`src/rtl/mem_reader_fifo.sv`:
```
// Circular-buffer FIFO holding {addr, data} read responses.
// A push while full is accepted only when it coincides with a pop.
module mem_reader_fifo #(
    parameter int unsigned WIDTH = 8,
    parameter int unsigned DEPTH = 4
) (
    input  logic                       clk,
    input  logic                       rst,
    input  logic                       push,
    input  logic                       pop,
    input  logic [WIDTH-1:0]           wdata,
    output logic [WIDTH-1:0]           rdata,
    output logic                       full,
    output logic                       empty,
    output logic [$clog2(DEPTH+1)-1:0] count
);
    localparam int unsigned PTR_W = $clog2(DEPTH);
    localparam int unsigned CNT_W = $clog2(DEPTH + 1);

    logic [WIDTH-1:0] mem_q [DEPTH];
    logic [WIDTH-1:0] mem_d [DEPTH];
    logic [PTR_W-1:0] wr_ptr_q, wr_ptr_d;
    logic [PTR_W-1:0] rd_ptr_q, rd_ptr_d;
    logic [CNT_W-1:0] count_q, count_d;
    logic             do_push, do_pop;

    // Explicit wrap so non-power-of-two depths stay modulo DEPTH.
    function automatic logic [PTR_W-1:0] ptr_inc(input logic [PTR_W-1:0] ptr);
        return (ptr == PTR_W'(DEPTH - 1)) ? '0 : ptr + PTR_W'(1);
    endfunction

    assign empty   = (count_q == '0);
    assign full    = (count_q == CNT_W'(DEPTH));
    assign count   = count_q;
    assign rdata   = mem_q[rd_ptr_q];
    assign do_pop  = pop && !empty;
    assign do_push = push && (!full || do_pop);

    always_comb begin
        mem_d    = mem_q;
        wr_ptr_d = wr_ptr_q;
        rd_ptr_d = rd_ptr_q;
        count_d  = count_q;
        if (do_push) begin
            mem_d[wr_ptr_q] = wdata;
            wr_ptr_d        = ptr_inc(wr_ptr_q);
        end
        if (do_pop) begin
            rd_ptr_d = ptr_inc(rd_ptr_q);
        end
        case ({do_push, do_pop})
            2'b10:   count_d = count_q + CNT_W'(1);
            2'b01:   count_d = count_q - CNT_W'(1);
            default: count_d = count_q;
        endcase
    end

    always_ff @(posedge clk) begin
        if (rst) begin
            wr_ptr_q <= '0;
            rd_ptr_q <= '0;
            count_q  <= '0;
        end else begin
            wr_ptr_q <= wr_ptr_d;
            rd_ptr_q <= rd_ptr_d;
            count_q  <= count_d;
        end
    end

    always_ff @(posedge clk) begin
        mem_q <= mem_d;
    end

endmodule

```
`src/rtl/pipelined_memory_reader.sv`:
```
// Issues reads to a fixed-latency memory, tracks them in a valid/address shift pipeline
// and buffers returned {addr, data} in a FIFO behind a valid/ready response port.
module pipelined_memory_reader #(
    parameter int unsigned ADDR_W       = 32,
    parameter int unsigned DATA_W       = 32,
    parameter int unsigned READ_LATENCY = 2,
    parameter int unsigned DEPTH        = 4
) (
    input  logic                       clk,
    input  logic                       rst,
    input  logic                       s_valid,
    output logic                       s_ready,
    input  logic [ADDR_W-1:0]          s_addr,
    output logic                       m_valid,
    input  logic                       m_ready,
    output logic [ADDR_W-1:0]          m_addr,
    output logic [DATA_W-1:0]          m_data,
    output logic                       mem_enable,
    output logic [ADDR_W-1:0]          mem_addr,
    input  logic [DATA_W-1:0]          mem_data,
    output logic [$clog2(DEPTH+1)-1:0] occupancy
);
    localparam int unsigned CNT_W = $clog2(DEPTH + 1);

    logic                     accept, pop, push;
    logic [CNT_W-1:0]         occ_q, occ_d;
    logic [READ_LATENCY-1:0]  pipe_vld_q, pipe_vld_d;
    logic [ADDR_W-1:0]        pipe_addr_q [READ_LATENCY];
    logic [ADDR_W-1:0]        pipe_addr_d [READ_LATENCY];
    logic [ADDR_W+DATA_W-1:0] fifo_rdata;
    logic                     fifo_full, fifo_empty;
    logic [CNT_W-1:0]         fifo_count;
    logic                     unused_fifo_status;

    // Occupancy counts in-flight plus buffered reads, so a FIFO slot always exists on return.
    assign s_ready    = (occ_q < CNT_W'(DEPTH));
    assign accept     = s_valid && s_ready;
    assign mem_enable = accept;
    assign mem_addr   = s_addr;
    assign m_valid    = !fifo_empty;
    assign pop        = m_valid && m_ready;
    assign push       = pipe_vld_q[READ_LATENCY-1];
    assign m_addr     = fifo_rdata[DATA_W +: ADDR_W];
    assign m_data     = fifo_rdata[DATA_W-1:0];
    assign occupancy  = occ_q;

    assign unused_fifo_status = fifo_full ^ (^fifo_count);

    always_comb begin
        pipe_vld_d[0]  = accept;
        pipe_addr_d[0] = s_addr;
        for (int unsigned k = 1; k < READ_LATENCY; k++) begin
            pipe_vld_d[k]  = pipe_vld_q[k-1];
            pipe_addr_d[k] = pipe_addr_q[k-1];
        end
        occ_d = occ_q;
        case ({accept, pop})
            2'b10:   occ_d = occ_q + CNT_W'(1);
            2'b01:   occ_d = occ_q - CNT_W'(1);
            default: occ_d = occ_q;
        endcase
    end

    always_ff @(posedge clk) begin
        if (rst) begin
            pipe_vld_q <= '0;
            occ_q      <= '0;
        end else begin
            pipe_vld_q <= pipe_vld_d;
            occ_q      <= occ_d;
        end
    end

    always_ff @(posedge clk) begin
        pipe_addr_q <= pipe_addr_d;
    end

    // The last pipeline stage lines up with mem_data; capture both on the same edge.
    mem_reader_fifo #(
        .WIDTH(ADDR_W + DATA_W),
        .DEPTH(DEPTH)
    ) u_fifo (
        .clk  (clk),
        .rst  (rst),
        .push (push),
        .pop  (pop),
        .wdata({pipe_addr_q[READ_LATENCY-1], mem_data}),
        .rdata(fifo_rdata),
        .full (fifo_full),
        .empty(fifo_empty),
        .count(fifo_count)
    );

endmodule
```
`config.mk`:
```
export PLATFORM = sky130hd
export DESIGN_NAME = pipelined_memory_reader
export DESIGN_NICKNAME = d
export VERILOG_FILES = /design/src/rtl/mem_reader_fifo.sv /design/src/rtl/pipelined_memory_reader.sv
export SDC_FILE = /design/constraint.sdc
export NUM_CORES = 1
export LEC_CHECK = 0
export CORE_ASPECT_RATIO = 1.1
export CORE_MARGIN = 2
export CORE_UTILIZATION = 47
export CTS_CLUSTER_DIAMETER = 80
export DETAILED_ROUTE_END_ITERATION = 7
export PLACE_DENSITY_LB_ADDON = 0.1
export SYNTH_ARGS = -nofsm -noshare
export SYNTH_HDL_FRONTEND = slang
export SYNTH_SLANG_ARGS = --single-unit
```
`constraint.sdc`:
```
create_clock -name clk -period 2.63 [get_ports clk]
set_clock_uncertainty 0.15 [all_clocks]
set_input_delay 0.789 -clock clk [delete_from_list [all_inputs] [get_ports clk]]
set_output_delay 0.789 -clock clk [all_outputs]
set_load 0.005 [all_outputs]
```
**Yosys cells after proc, flatten, opt, wreduce, memory -nomap -nowiden**

Cells that the tools add are included.

- Register bits: 332
- Output and inout port bits: 102
- Word-level logic and storage cells: 51

- Add/sub/neg operators: 6
- Magnitude comparators: 4
- Equal/unequal tests: 7
- Muxes and demuxes: 10
- Bitwise operators: 2
- Reductions and logical operators: 11

Operators with widths:

| cell | count |
|---|---|
| 256-bit bitwise mux | 1 |
| 64-bit 2-to-1 mux | 3 |
| 64-bit binary-select mux with 2-bit select | 1 |
| 64-bit demux with 2-bit select | 1 |
| 3-bit case mux with 2 select lines | 2 |
| 2-bit == test, second input constant | 4 |
| 3-bit by 1-bit adder with 3-bit output, second input constant | 2 |
| 3-bit >= comparator, second input constant | 2 |
| 2-bit NOT with 3-bit output | 2 |
| 3-bit by 1-bit subtractor with 3-bit output, second input constant | 2 |
| 1-bit logical AND | 5 |
| 2-bit by 1-bit adder with 2-bit output, second input constant | 2 |
| 2-bit by 1-bit == test with 1-bit output, second input constant | 2 |
| 2-bit 2-to-1 mux | 2 |
| 2-bit nonzero test | 2 |
| 3-bit == test, second input constant | 1 |
| 3-bit zero test | 1 |
| 3-bit by 1-bit < comparator with 1-bit output, second input constant | 1 |
| 3-bit < comparator, second input constant | 1 |
| 1-bit zero test | 2 |
| 1-bit logical OR | 1 |

**Logic depth before layout (Yosys ltp)**

- Word-level depth: 8
- Gate-level depth with buffers: 9
- Depth with buffers taken out: 9

**Cells and area by module**

A second synthesis with hierarchy kept.

- Cell total of the unflattened synthesis: 506
- Area, all modules: 11409.7 um2

Modules (own cells, without submodules):

| module | instances | cells an instance | area an instance (um2) | seq. area each (um2) |
|---|---|---|---|---|
| mem_reader_fifo | 1 | 384 | 9663.0 | 7827.5 |
| pipelined_memory_reader | 1 | 122 | 1746.7 | 1381.3 |

**Worst setup path after synthesis**

Ideal clock, no wire load.

- Path kind: input-to-reg
- Start: input m_ready
- End: register u_fifo.count_q[2], in the netlist u_fifo.count[2]
- Library setup time: 0.071 ns
- Arrival time: 2.658 ns
- Required time: 2.409 ns
- Setup slack: -0.249 ns
- Stages: 9
- Path buffers: 0
- Path through: or4b_4 -> and2_4 -> inv_1 -> ha_1 -> inv_1 -> fa_1 -> xor2_1 -> or3_1 -> a21oi_1

- Cells in the longest elaborated chain, start to end: 6
- Elaborated cells on any way between the ends: 8
- Those cells by class: eq/ne: 2; mux: 1; reduce/logical: 5

RTL lines:

| item | RTL line | text |
|---|---|---|
| from (decl) | pipelined_memory_reader.sv:15 | `input logic m_ready,` |
| 1-bit logical AND (*) | pipelined_memory_reader.sv:41 | `assign pop = m_valid && m_ready;` |
| 1-bit logical AND (*) | mem_reader_fifo.sv:36 | `assign do_pop = pop && !empty;` |
| 1-bit logical OR | mem_reader_fifo.sv:37 | `assign do_push = push && (!full \|\| do_pop);` |
| 1-bit logical AND | mem_reader_fifo.sv:37 |  |
| 2-bit by 1-bit == test with 1-bit output or 2-bit == test (tied branches) | mem_reader_fifo.sv:51 | `case ({do_push, do_pop})` |
| 3-bit case mux with 2 select lines or 2-bit nonzero test (tied branches) | - |  |
| to (signal assigned) | mem_reader_fifo.sv:66 | `count_q <= count_d;` |
| to (decl) | mem_reader_fifo.sv:24 | `logic [CNT_W-1:0] count_q, count_d;` |

Every way passes the cells marked *; elsewhere a longest branch is shown, timed or not.
A chain may end at the register's enable or synchronous reset.

**Worst setup path in the final report**

- Start: register u_fifo.rd_ptr_q[0]
- End: output m_data[23]

- Cells in the longest elaborated chain, start to end: 4

RTL lines:

| item | RTL line | text |
|---|---|---|
| from (decl) | mem_reader_fifo.sv:23 | `logic [PTR_W-1:0] rd_ptr_q, rd_ptr_d;` |
| from (signal assigned) | mem_reader_fifo.sv:65 | `rd_ptr_q <= rd_ptr_d;` |
| 2-bit NOT with 3-bit output (implied by the code) | mem_reader_fifo.sv:35 | `assign rdata = mem_q[rd_ptr_q];` |
| 64-bit binary-select mux with 2-bit select | mem_reader_fifo.sv:35 |  |
| 64-bit 2-to-1 mux (implied by the code) (2 in a row) | mem_reader_fifo.sv:35 |  |
| to (decl) | pipelined_memory_reader.sv:17 | `output logic [DATA_W-1:0] m_data,` |

Every way passes these cells. The select of a mux whose other input is x is not followed.

==> flow_summary.ini <==
[die]
rows = 59
coreArea_um2 = 23800
die_h_um = 167
initial_core_util_pct = 47.9
die_area_um2 = 25500
chipWidth_um = 152
boundaryPins = 170

[global_route]
grt_antenna_before_repair = 0
grt_pass1_vias = 5775
track_usage_pct = 15.7
grt_pass1_wl_um = 31300
gr-total-overflow = 0
grt_max_degree = 30

[route]
drt_iter0_markers = 282
ant_nets = 0
first_pass_iters = 4
vias = 5326
viasPerCell = 5.06
wl_per_cell_um = 19.1
finalWirelength_um = 20100
drcViolationCount = 0

[synth]
yosysSeqAreaShare_pct = 80.8
synth_adder_area_share_pct = 1.12
synth.avg_cell_area_um2 = 22.7
synth-seq-cells = 332
synth_top_family_by_area = multiplexers
synth.area.mux_share_pct = 12.7
synthSimpleGateAreaFrac_pct = 1.24
synthXorXnorAreaFrac_pct = 0.307
syn-cell-area_um2 = 11400
synth_compound_area_share_pct = 0.593
syn_nets = 580
yosys_warnings = 0
netlist_instances = 503
ys_types = 27

[clocking]
cts_buffers = 31
clkLatencyLatePin_ps = 540
cts_tree = done
clockBufferDepth = 3
cts_max_level = 1
clock_sinks = 332
cts_root_buf = clkbuf_16
cts.clk_slew.worst_paths_ps = 60

[timing]
period_share_pct = 110
fin_ws_ps = -258
slew_viol_final = 0
rsz0062_at_grt = yes
setup_viol = 64
hold_violations = 0
max_freq_ghz = 0.346
worst_slew_pin_slew_ps = 588
fin_setup_tns_ps = -10850
timing.final.crit_period_ps = 2890
fin_hold_ws_ps = 174
relSlewSlack_pct = 60.7

[critical_path]
cp_top_family = buffers and inverters
crit_path_max_fanout = 5
cp.required_ps = 1690
critPathBufInv = 4
critPathSlowestCell = mux4_2
cp_cell_sequence = buf_6, buf_12, buf_12, mux4_2, buf_6
setup.worst_path.start_class = flop
slowest_delay_ps = 510
arrival_ps = 1950
critical_path_class = reg -> out
cp-end-kind = output pin

[placed_design]
io_buffers = 169
hpwl_um = 12500
gp_congestion = 0.686

[layout]
area_growth_pct = 29.5
final_common_cell = edfxtp_1
final_cell_mix = edfxtp_1 (256), dfxtp_1 (74), clkdlybuf4s50_1 (70)
insertedDiodeCount = 0
fin_nets = 799
drive_gt1_share_pct = 34.5

[flow_run]
cap_violations = 0

[power_and_ir_drop]
ir_drop_uv = 560
power.density_nw_per_um2 = 829
cellLeakagePower_nw = 5.13

[min_path]
hold_class = reg -> reg

[status]
violations = setup timing
status = complete, but fails checks
kinds of logic after synthesis:
kind of cell / Yosys count
AOI/OAI and AO/OA: 10
xor gates and xnor gates: 4
and+or+nand+nor: 24
muxes: 65
adders and majority gates: 9
buffers and inverters: 59
DFF: 332
Yosys cell counts, drive strengths merged:
| cell | number | area share (%) |
|---|---|---|
| edfxtp | 256 | 67 |
| dfxtp | 76 | 13 |
| mux4 | 64 | 13 |
| buf | 45 | 2.7 |
| inv | 12 | 0.40 |
| nor2 | 8 | 0.26 |
| ha | 7 | 0.77 |
| a21oi | 5 | 0.22 |
| and3 | 4 | 0.26 |
| or3 | 4 | 0.23 |
| xor2 | 4 | 0.31 |
| o31ai | 3 | 0.29 |
| clkbuf | 2 | 0.066 |
| fa | 2 | 0.35 |
| nand2 | 2 | 0.066 |
| o21ai | 2 | 0.088 |
| and2 | 1 | 0.077 |
| mux2i | 1 | 0.088 |
| nand3 | 1 | 0.044 |
| nand4b | 1 | 0.077 |
| nor2b | 1 | 0.055 |
| nor3 | 1 | 0.044 |
| or4b | 1 | 0.12 |
per-layer routing:
layer / global-route usage (%) / share of wire [%]
met5: 0 / 0
met4: 4.07 / 1.9
met3: 3.39 / 6.3
met2: 27.6 / 51
met1: 20.1 / 41
final timing paths:
path / end / slack, ps / from / cells past startpoint
hold reg to reg: pipe_addr_q[28] / 170 / pipe_addr_d[28] / 0
hold / removal: pipe_addr_q[28] / 170 / pipe_addr_d[28] / 0
setup / recovery: m_data[23] / -260 / u_fifo.rd_ptr_q[0] / 5
setup reg to reg: u_fifo.count[2] / 130 / u_fifo.count[0] / 9
flip-flops by register name, summed over array words and instances, names as in the netlist:
register         count
u_fifo.mem_q       256
pipe_addr_d         32
pipe_addr_q         32
occupancy            3
u_fifo.count         3
pipe_vld_q           2
u_fifo.rd_ptr_q      2
u_fifo.wr_ptr_q      2
stage by stage:
stage	util (%)	std cells	total power [W]	instance area (µm²)	setup WS, ps
after floorplan	-	503	0.00692	11400	-139
after global placement	57.9	978	0.00794	13800	-558
after detailed placement	57.9	978	0.00798	13800	-677
after CTS	62.0	1053	0.0124	14700	-307
after global routing	62.1	1052	0.0128	14800	-330
final	62.1	1052	0.0122	14800	-258
power breakdown:
| group | internal, W | switching [W] | leakage [nW] |
|---|---|---|---|
| logic | 0.00124 | 0.000759 | 1.67 |
| clock network | 0.00254 | 0.00178 | 0.502 |
| registers | 0.00581 | 0.0000957 | 2.95 |
| total | 0.00960 | 0.00264 | 5.13 |
cell type report:
type	count	area [µm²]
clock inverters	13	125
fillers	1717	9010
repair buffers	233	2240
multi-input cells	112	1860
inverters	12	45.0
well taps	305	382
flip-flops and latches	332	9220
clock buffers	45	890
repair_timing:
item	in CTS	in global routing
gates resized for setup	307	16
endpoints found under the setup margin	99	64
pin swaps	2	0
buffers inserted	14	2
cloned	3	0
hold buffers	0	0
Note: power is estimated with default switching activity, not from simulation.
